## src/rtl/mult_ctrl_if.sv

```systemverilog
// mult_ctrl_if: request/HI-LO bus between the CPU control unit, the Booth
// multiplier unit and mult_ctrl.
//   master : CPU control unit plus multiplier unit (drives requests, flush,
//            MTHI/MTLO, and product halves)
//   slave  : mult_ctrl (drives handshake ready, unit controls and operands,
//            HI/LO, busy, done)
interface mult_ctrl_if #(
    parameter int unsigned WIDTH = 32
);
    logic             op_valid;
    logic             op_ready;
    logic [WIDTH-1:0] op_a;
    logic [WIDTH-1:0] op_b;
    logic             flush;
    logic             mthi_we;
    logic             mtlo_we;
    logic [WIDTH-1:0] wdata;
    logic             unit_clr;
    logic             unit_run;
    logic [WIDTH-1:0] unit_a;
    logic [WIDTH-1:0] unit_b;
    logic [WIDTH-1:0] unit_hi;
    logic [WIDTH-1:0] unit_lo;
    logic [WIDTH-1:0] hi;
    logic [WIDTH-1:0] lo;
    logic             busy;
    logic             done;

    modport master (
        output op_valid, op_a, op_b, flush, mthi_we, mtlo_we, wdata,
               unit_hi, unit_lo,
        input  op_ready, unit_clr, unit_run, unit_a, unit_b, hi, lo, busy, done
    );

    modport slave (
        input  op_valid, op_a, op_b, flush, mthi_we, mtlo_we, wdata,
               unit_hi, unit_lo,
        output op_ready, unit_clr, unit_run, unit_a, unit_b, hi, lo, busy, done
    );
endinterface

```

## src/rtl/mult_ctrl.sv

```systemverilog
// mult_ctrl: sequencer and HI/LO owner for the iterative Booth multiplier.
// Accepts a request, clears the unit for one cycle, holds unit_run for
// MULT_LATENCY cycles, then captures the product into HI/LO with a one-cycle
// done pulse. Also services MTHI/MTLO writes and flush of an in-flight op.
// Ports:
//   clk    : clock, rising edge
//   reset  : asynchronous, active-high
//   bus    : mult_ctrl_if.slave (request handshake, flush, MTHI/MTLO,
//            unit control/operands/product, HI/LO, busy, done)
module mult_ctrl #(
    parameter int unsigned WIDTH        = 32,
    parameter int unsigned MULT_LATENCY = 34
) (
    input  logic         clk,
    input  logic         reset,
    mult_ctrl_if.slave   bus
);
    localparam int unsigned CW = $clog2(MULT_LATENCY + 1);

    typedef enum logic [1:0] {IDLE, CLEAR, RUN, CAPTURE} state_e;

    state_e           state_q, state_d;
    logic [CW-1:0]    cnt_q, cnt_d;
    logic [WIDTH-1:0] unit_a_q, unit_a_d;
    logic [WIDTH-1:0] unit_b_q, unit_b_d;
    logic [WIDTH-1:0] hi_q, hi_d;
    logic [WIDTH-1:0] lo_q, lo_d;
    logic             run_q, run_d;
    logic             done_q, done_d;
    logic             op_ready_w;

    // Handshake and unit clear are combinational so reset clears the unit at once
    assign op_ready_w   = (state_q == IDLE) & ~bus.flush;
    assign bus.op_ready = op_ready_w;
    assign bus.unit_clr = reset | (state_q == CLEAR);
    assign bus.busy     = (state_q != IDLE);
    assign bus.unit_run = run_q;
    assign bus.unit_a   = unit_a_q;
    assign bus.unit_b   = unit_b_q;
    assign bus.hi       = hi_q;
    assign bus.lo       = lo_q;
    assign bus.done     = done_q;

    // Next-state and registered-output logic
    always_comb begin
        state_d  = state_q;
        cnt_d    = cnt_q;
        unit_a_d = unit_a_q;
        unit_b_d = unit_b_q;
        hi_d     = hi_q;
        lo_d     = lo_q;
        run_d    = 1'b0;
        done_d   = 1'b0;

        unique case (state_q)
            IDLE: begin
                // MTHI/MTLO and acceptance may coincide; capture later wins
                if (!bus.flush) begin
                    if (bus.mthi_we) hi_d = bus.wdata;
                    if (bus.mtlo_we) lo_d = bus.wdata;
                end
                if (bus.op_valid && op_ready_w) begin
                    unit_a_d = bus.op_a;
                    unit_b_d = bus.op_b;
                    state_d  = CLEAR;
                end
            end
            CLEAR: begin
                cnt_d = '0;
                if (bus.flush) begin
                    state_d = IDLE;
                end else begin
                    state_d = RUN;
                    run_d   = 1'b1;
                end
            end
            RUN: begin
                if (bus.flush) begin
                    state_d = IDLE;
                    cnt_d   = '0;
                end else begin
                    cnt_d = cnt_q + CW'(1);
                    // Last RUN cycle: drop run so it is low during CAPTURE
                    if (cnt_q == CW'(MULT_LATENCY - 1)) begin
                        state_d = CAPTURE;
                    end else begin
                        run_d = 1'b1;
                    end
                end
            end
            CAPTURE: begin
                state_d = IDLE;
                if (bus.flush) begin
                    cnt_d = '0;
                end else begin
                    hi_d   = bus.unit_hi;
                    lo_d   = bus.unit_lo;
                    done_d = 1'b1;
                end
            end
            default: state_d = IDLE;
        endcase
    end

    // State and output registers
    always_ff @(posedge clk or posedge reset) begin
        if (reset) begin
            state_q  <= IDLE;
            cnt_q    <= '0;
            unit_a_q <= '0;
            unit_b_q <= '0;
            hi_q     <= '0;
            lo_q     <= '0;
            run_q    <= 1'b0;
            done_q   <= 1'b0;
        end else begin
            state_q  <= state_d;
            cnt_q    <= cnt_d;
            unit_a_q <= unit_a_d;
            unit_b_q <= unit_b_d;
            hi_q     <= hi_d;
            lo_q     <= lo_d;
            run_q    <= run_d;
            done_q   <= done_d;
        end
    end
endmodule
```

## src/flat_wrapper.sv

```systemverilog
// flat-port wrapper written by rule: the top's interface ports become plain ports
module mult_ctrl_flat 
#(
    parameter int unsigned WIDTH        = 32,
    parameter int unsigned MULT_LATENCY = 34
)
  (clk, reset, bus_op_valid, bus_op_a, bus_op_b, bus_flush, bus_mthi_we, bus_mtlo_we, bus_wdata, bus_unit_hi, bus_unit_lo, bus_op_ready, bus_unit_clr, bus_unit_run, bus_unit_a, bus_unit_b, bus_hi, bus_lo, bus_busy, bus_done);
  mult_ctrl_if #(.WIDTH(WIDTH)) bus_i ();
  input  logic clk;
  input  logic reset;
  input wire logic [$bits(bus_i.op_valid)-1:0] bus_op_valid;
  input wire logic [$bits(bus_i.op_a)-1:0] bus_op_a;
  input wire logic [$bits(bus_i.op_b)-1:0] bus_op_b;
  input wire logic [$bits(bus_i.flush)-1:0] bus_flush;
  input wire logic [$bits(bus_i.mthi_we)-1:0] bus_mthi_we;
  input wire logic [$bits(bus_i.mtlo_we)-1:0] bus_mtlo_we;
  input wire logic [$bits(bus_i.wdata)-1:0] bus_wdata;
  input wire logic [$bits(bus_i.unit_hi)-1:0] bus_unit_hi;
  input wire logic [$bits(bus_i.unit_lo)-1:0] bus_unit_lo;
  output wire logic [$bits(bus_i.op_ready)-1:0] bus_op_ready;
  output wire logic [$bits(bus_i.unit_clr)-1:0] bus_unit_clr;
  output wire logic [$bits(bus_i.unit_run)-1:0] bus_unit_run;
  output wire logic [$bits(bus_i.unit_a)-1:0] bus_unit_a;
  output wire logic [$bits(bus_i.unit_b)-1:0] bus_unit_b;
  output wire logic [$bits(bus_i.hi)-1:0] bus_hi;
  output wire logic [$bits(bus_i.lo)-1:0] bus_lo;
  output wire logic [$bits(bus_i.busy)-1:0] bus_busy;
  output wire logic [$bits(bus_i.done)-1:0] bus_done;
  assign bus_i.op_valid = bus_op_valid;
  assign bus_i.op_a = bus_op_a;
  assign bus_i.op_b = bus_op_b;
  assign bus_i.flush = bus_flush;
  assign bus_i.mthi_we = bus_mthi_we;
  assign bus_i.mtlo_we = bus_mtlo_we;
  assign bus_i.wdata = bus_wdata;
  assign bus_i.unit_hi = bus_unit_hi;
  assign bus_i.unit_lo = bus_unit_lo;
  assign bus_op_ready = bus_i.op_ready;
  assign bus_unit_clr = bus_i.unit_clr;
  assign bus_unit_run = bus_i.unit_run;
  assign bus_unit_a = bus_i.unit_a;
  assign bus_unit_b = bus_i.unit_b;
  assign bus_hi = bus_i.hi;
  assign bus_lo = bus_i.lo;
  assign bus_busy = bus_i.busy;
  assign bus_done = bus_i.done;
  mult_ctrl #(.WIDTH(WIDTH), .MULT_LATENCY(MULT_LATENCY)) u_core (.clk(clk), .reset(reset), .bus(bus_i));
endmodule
```

## config.mk

```make
export PLATFORM = sky130hd
export DESIGN_NAME = mult_ctrl_flat
export DESIGN_NICKNAME = d
export VERILOG_FILES = /design/src/rtl/mult_ctrl_if.sv /design/src/rtl/mult_ctrl.sv /design/src/flat_wrapper.sv
export SDC_FILE = /design/constraint.sdc
export NUM_CORES = 1
export LEC_CHECK = 0
export BUFFER_PORTS_ARGS = -buffer_cell sky130_fd_sc_hd__buf_2
export CAP_MARGIN = 20
export CORE_ASPECT_RATIO = 0.75
export CORE_MARGIN = 1.5
export CORE_UTILIZATION = 43
export CTS_BUF_LIST = sky130_fd_sc_hd__clkbuf_4 sky130_fd_sc_hd__clkbuf_8
export DETAILED_ROUTE_END_ITERATION = 12
export PLACE_DENSITY = 0.79
export SLEW_MARGIN = 40
export SYNTH_ARGS = -nofsm -noshare
export SYNTH_HDL_FRONTEND = slang
export SYNTH_SLANG_ARGS = --single-unit
```

## constraint.sdc

```tcl
create_clock -name clk -period 3.9 [get_ports clk]
set_input_delay 0.39 -clock clk [delete_from_list [all_inputs] [get_ports clk]]
set_output_delay 0.39 -clock clk [all_outputs]
set_load 0.05 [all_outputs]
```

==> impl.org <==
** Floorplanning
- Die Height :: 104 µm
- Overall die width :: 138 µm
- # rows :: 36
- For this configuration, the core starts out at a cell density of 0.447.
- DIE AREA :: 14,400 µm²
- Floorplan core area :: 13,200 µm²
- 299 I/O pins were placed.

** Synthesis
- Yosys mapped a number of flops with a built-in enable equal to 0.
- The mapped netlist covers 5880 µm².
- Post-synthesis sequential area ratio :: 0.588
- Share of flip-flops with an asynchronous set or reset after synthesis :: 1.00
- Post-synthesis cell type count :: 35
- After synthesis the netlist holds a flip-flop and latch count of 138.
- Most common cell in the netlist :: dfrtp_1
- The most used flip-flop cell after synthesis is dfrtp_1.
- After synthesis, the mean cell area works out to 11.4 µm².
- Area share of the largest cell type after synthesis :: 0.588
- Of all cell types, the one taking the most synthesized area is dfrtp_1.
- Post-synthesis instance total :: 514
- Ranked by instance count, the synthesized netlist is headed by 138 x dfrtp_1, 129 x a21oi_1, 72 x nor2_1, 60 x mux2_1, 36 x nor2b_1.
- Sorting the synthesized cells by area gives the leading types as dfrtp_1 59%, mux2_1 11%, a21oi_1 11%, nor2_1 4.6%, nor2b_1 3.8%.
- The number of nets handed over by synthesis was 686.
- During synthesis, Yosys emitted a total of 0 warnings.

** Finish
- Net count, final :: 978
- From synthesis to final layout, the design area changed by 35.3%.
- Number of diodes added for antenna fixing :: 0
- Layout cell share with drive strength beyond 1 :: 0.430

** GRT
- Global routing finished with a remaining overflow of 0.
- Across every metal layer, demand over resource in global routing totals 0.215.
- Via count of the first global-routing pass :: 4,839
- Pin count of the biggest net entering global routing :: 98
- For met1 alone, demand over resource in global routing was 0.249.
- Wire length of the first global-routing pass :: 23,900 µm
- In this run the most used layer during global routing was met2.
- For met2 alone, demand over resource in global routing was 0.365.
- The initial antenna violation count came to 1.
- For met3 alone, demand over resource in global routing was 0.0838.

** STA
- For the pin with the worst max-slew slack, the measured transition is 0.688 ns.
- Relative slew slack :: 0.541
- Final Critical Period :: 2.47 ns
- Max Freq :: 405 MHz
- Final Hold Violating Endpoints :: 0
- The max-slew violation total from the final report was 0.
- Setup skew after layout :: 0.0124 ns
- Endpoints failing setup :: 0
- The tightest hold path in the finished design has a slack of 0.163 ns.
- Final worst path period share :: 0.633
- Setup repair after global routing left no endpoint under its margin.
- Setup total negative slack :: 0 ns

** Detailed routing
- Dividing the detail-routed wire length by the instance count gives 15.5 µm.
- For this run, design rule violations remaining after detail routing come to 0.
- WL final :: 15,400 µm
- Antenna violation net count after detailed routing :: 0
- After detailed routing, the number of vias per cell comes to 4.85.
- Drt first pass iters :: 4
- First-iteration detailed-routing DRC count :: 213
- The detailed router placed 4,806 vias in this run.

** Pwr
- Clock network fraction of total power :: 0.160
- Final total power :: 8.35 mW
- In this run the static leakage power is 3.84 nW.
- Power spread over the standard cell area amounts to 1050 nW/µm².
- Net switching component of the power :: 4.44 mW
- Combinational fraction of design power :: 0.546
- IR Drop Worst-Case VDD :: 667 µV
- Of the total power, the share spent switching nets is 0.531.
- Sequential group share of total power :: 0.295
- Internal power comes to 3.92 mW.

** Hold path
- Tightest Hold Check Type :: in2reg

** Clock network
- The clock tree synthesis step divided the H-tree into 4 levels.
- TritonCTS built the clock tree.
- CTS placed an instance of clkbuf_8 at the clock tree root.
- Counting along the longest clock path gives a buffer depth of 2.
- Clock transition time at the flip-flop clock pins of the worst setup and hold paths :: 0.09 ns
- The number of hold buffers added after CTS was 1.
- The number of setup buffers added after CTS is 0.
- TritonCTS created 17 clock buffers.
- Worst-skew pair later-pin latency :: 0.43 ns
- Cts repair resizes :: 0
- Clock Sink Count :: 138

** Placement
- Final HPWL DP :: 11,200 µm
- The congestion estimate from routability-driven global placement came to 0.796.
- The count of buffers added on input and output ports is 298.

** Critical path
- In this run the worst setup path terminates at bus_op_ready.
- Broken down by cell family, the worst path's largest delay share belongs to buffers and inverters.
- The critical path is of the reg2out type.
- The number of buffers and inverters on the critical path is 3.
- Worst r2r path cells :: 7
- The critical path runs through a total of 5 cells.
- The worst register-to-register path has a setup slack of 1.45 ns.
- Critical Path End Type :: primary output
- Required arrival time at the worst endpoint :: 3.51 ns
- Maximum fanout along the worst path :: 14
- On the critical path, the stage with the largest delay is an instance of ha_1.
- The worst register-to-register path begins at u_core.state_q[0].
- Start point of the critical path :: u_core.state_q[0]
- On the worst path, the slowest cell contributes a delay of 0.52 ns.
- The critical path goes through inv_1, ha_1, inv_2, nor2_4, buf_2.
- Endpoint of the most critical register-to-register path :: u_core.bus.lo[6]
- STA classifies the critical path startpoint as a flop.
- STA puts the critical path data arrival time at 2.08 ns.

** Outcome
- The run finished with clean final reports.

** Run
- Max-cap violations in this run came to 0.
[state kept, by name, indices dropped and copies added (netlist names)]
| register | flops |
|---|---|
| u_core.bus.unit_b | 32 |
| u_core.bus.unit_run | 1 |
| u_core.cnt_q | 6 |
| u_core.bus.hi | 32 |
| u_core.bus.lo | 32 |
| u_core.state_q | 2 |
| u_core.bus.unit_a | 32 |
| u_core.bus.done | 1 |
[power by group through the flow]
stage / sequential, mW / clock [mW] / combinational, mW
after global placement: 2.45 / 0 / 4.51
after global routing: 2.56 / 1.42 / 4.83
after detailed placement: 2.47 / 0 / 4.60
after floorplan: 4.83 / 0 / 1.13
after CTS: 2.47 / 1.36 / 4.59
final: 2.46 / 1.33 / 4.56
[metal layers]
layer / wire length (µm) / share of wire
met1: 6100 / 0.40
met2: 7640 / 0.50
met4: 179 / 0.012
met5: 10 / 0.00065
met3: 1460 / 0.095
[metrics by stage]
stage               setup WS [ns]  instance area [µm²]  instances  utilization
finish                       1.43                 7950        990        0.604
global route                 1.14                 7950        990        0.604
CTS                          1.38                 7940        990        0.604
detailed placement           1.41                 7470        957        0.568
global placement             1.50                 7440        956        0.566
floorplan                    1.79                 5880        514            -
[area by class of cell]
type	instances	area, µm²
timing repair buffer	305	1580
multi-input combinational	339	2220
clock buffer	20	269
clock inverter	12	188
sequential	138	3450
inverter	5	22.5
tap	171	214
fill	1129	5200
[logic make-up after synthesis]
family | after synthesis | share of synthesized area
compound gates | 140 | 0.126
fa+ha+maj | 6 | 0.0128
mux | 64 | 0.123
xor+xnor | 4 | 0.00596
simple gates | 125 | 0.108
buf+inv | 37 | 0.0368
flops | 138 | 0.588
[worst min-delay path by stage]
stage | startpoint | end | slack, ns | depth (start not counted)
floorplan | u_core.cnt_q[5] | u_core.cnt_q[5] | 0.50 | 2
global placement | u_core.bus.unit_a[6] | u_core.bus.unit_a[6] | 0.47 | 1
detailed placement | reset | u_core.bus.done | 0.46 | 2
CTS | bus_op_b[6] | u_core.bus.unit_b[6] | 0.14 | 2
global route | bus_op_a[25] | u_core.bus.unit_a[25] | 0.14 | 2
finish | bus_op_b[6] | u_core.bus.unit_b[6] | 0.16 | 2
[cells in the final DEF, fill, tap and decap left out, types with 2 or more instances in the layout]
master      netlist  routed
nand2_1           5       5
mux2_2            4       4
inv_1             4       3
buf_4             1       3
a21oi_1         129     129
dfrtp_1         138     138
clkbuf_8          0      19
inv_6             0       3
ha_1              6       5
buf_2            17     298
nor3b_1           2       2
nor2b_1          36      35
o21ai_0           3       3
nor2_1           72      72
bufinv_16         0       4
a21oi_4           2       2
mux2_1           60      60
xnor2_1           4       4
clkinvlp_4        0       3
clkinv_4          0       3
No activity file was read; power rests on OpenSTA's default activity.
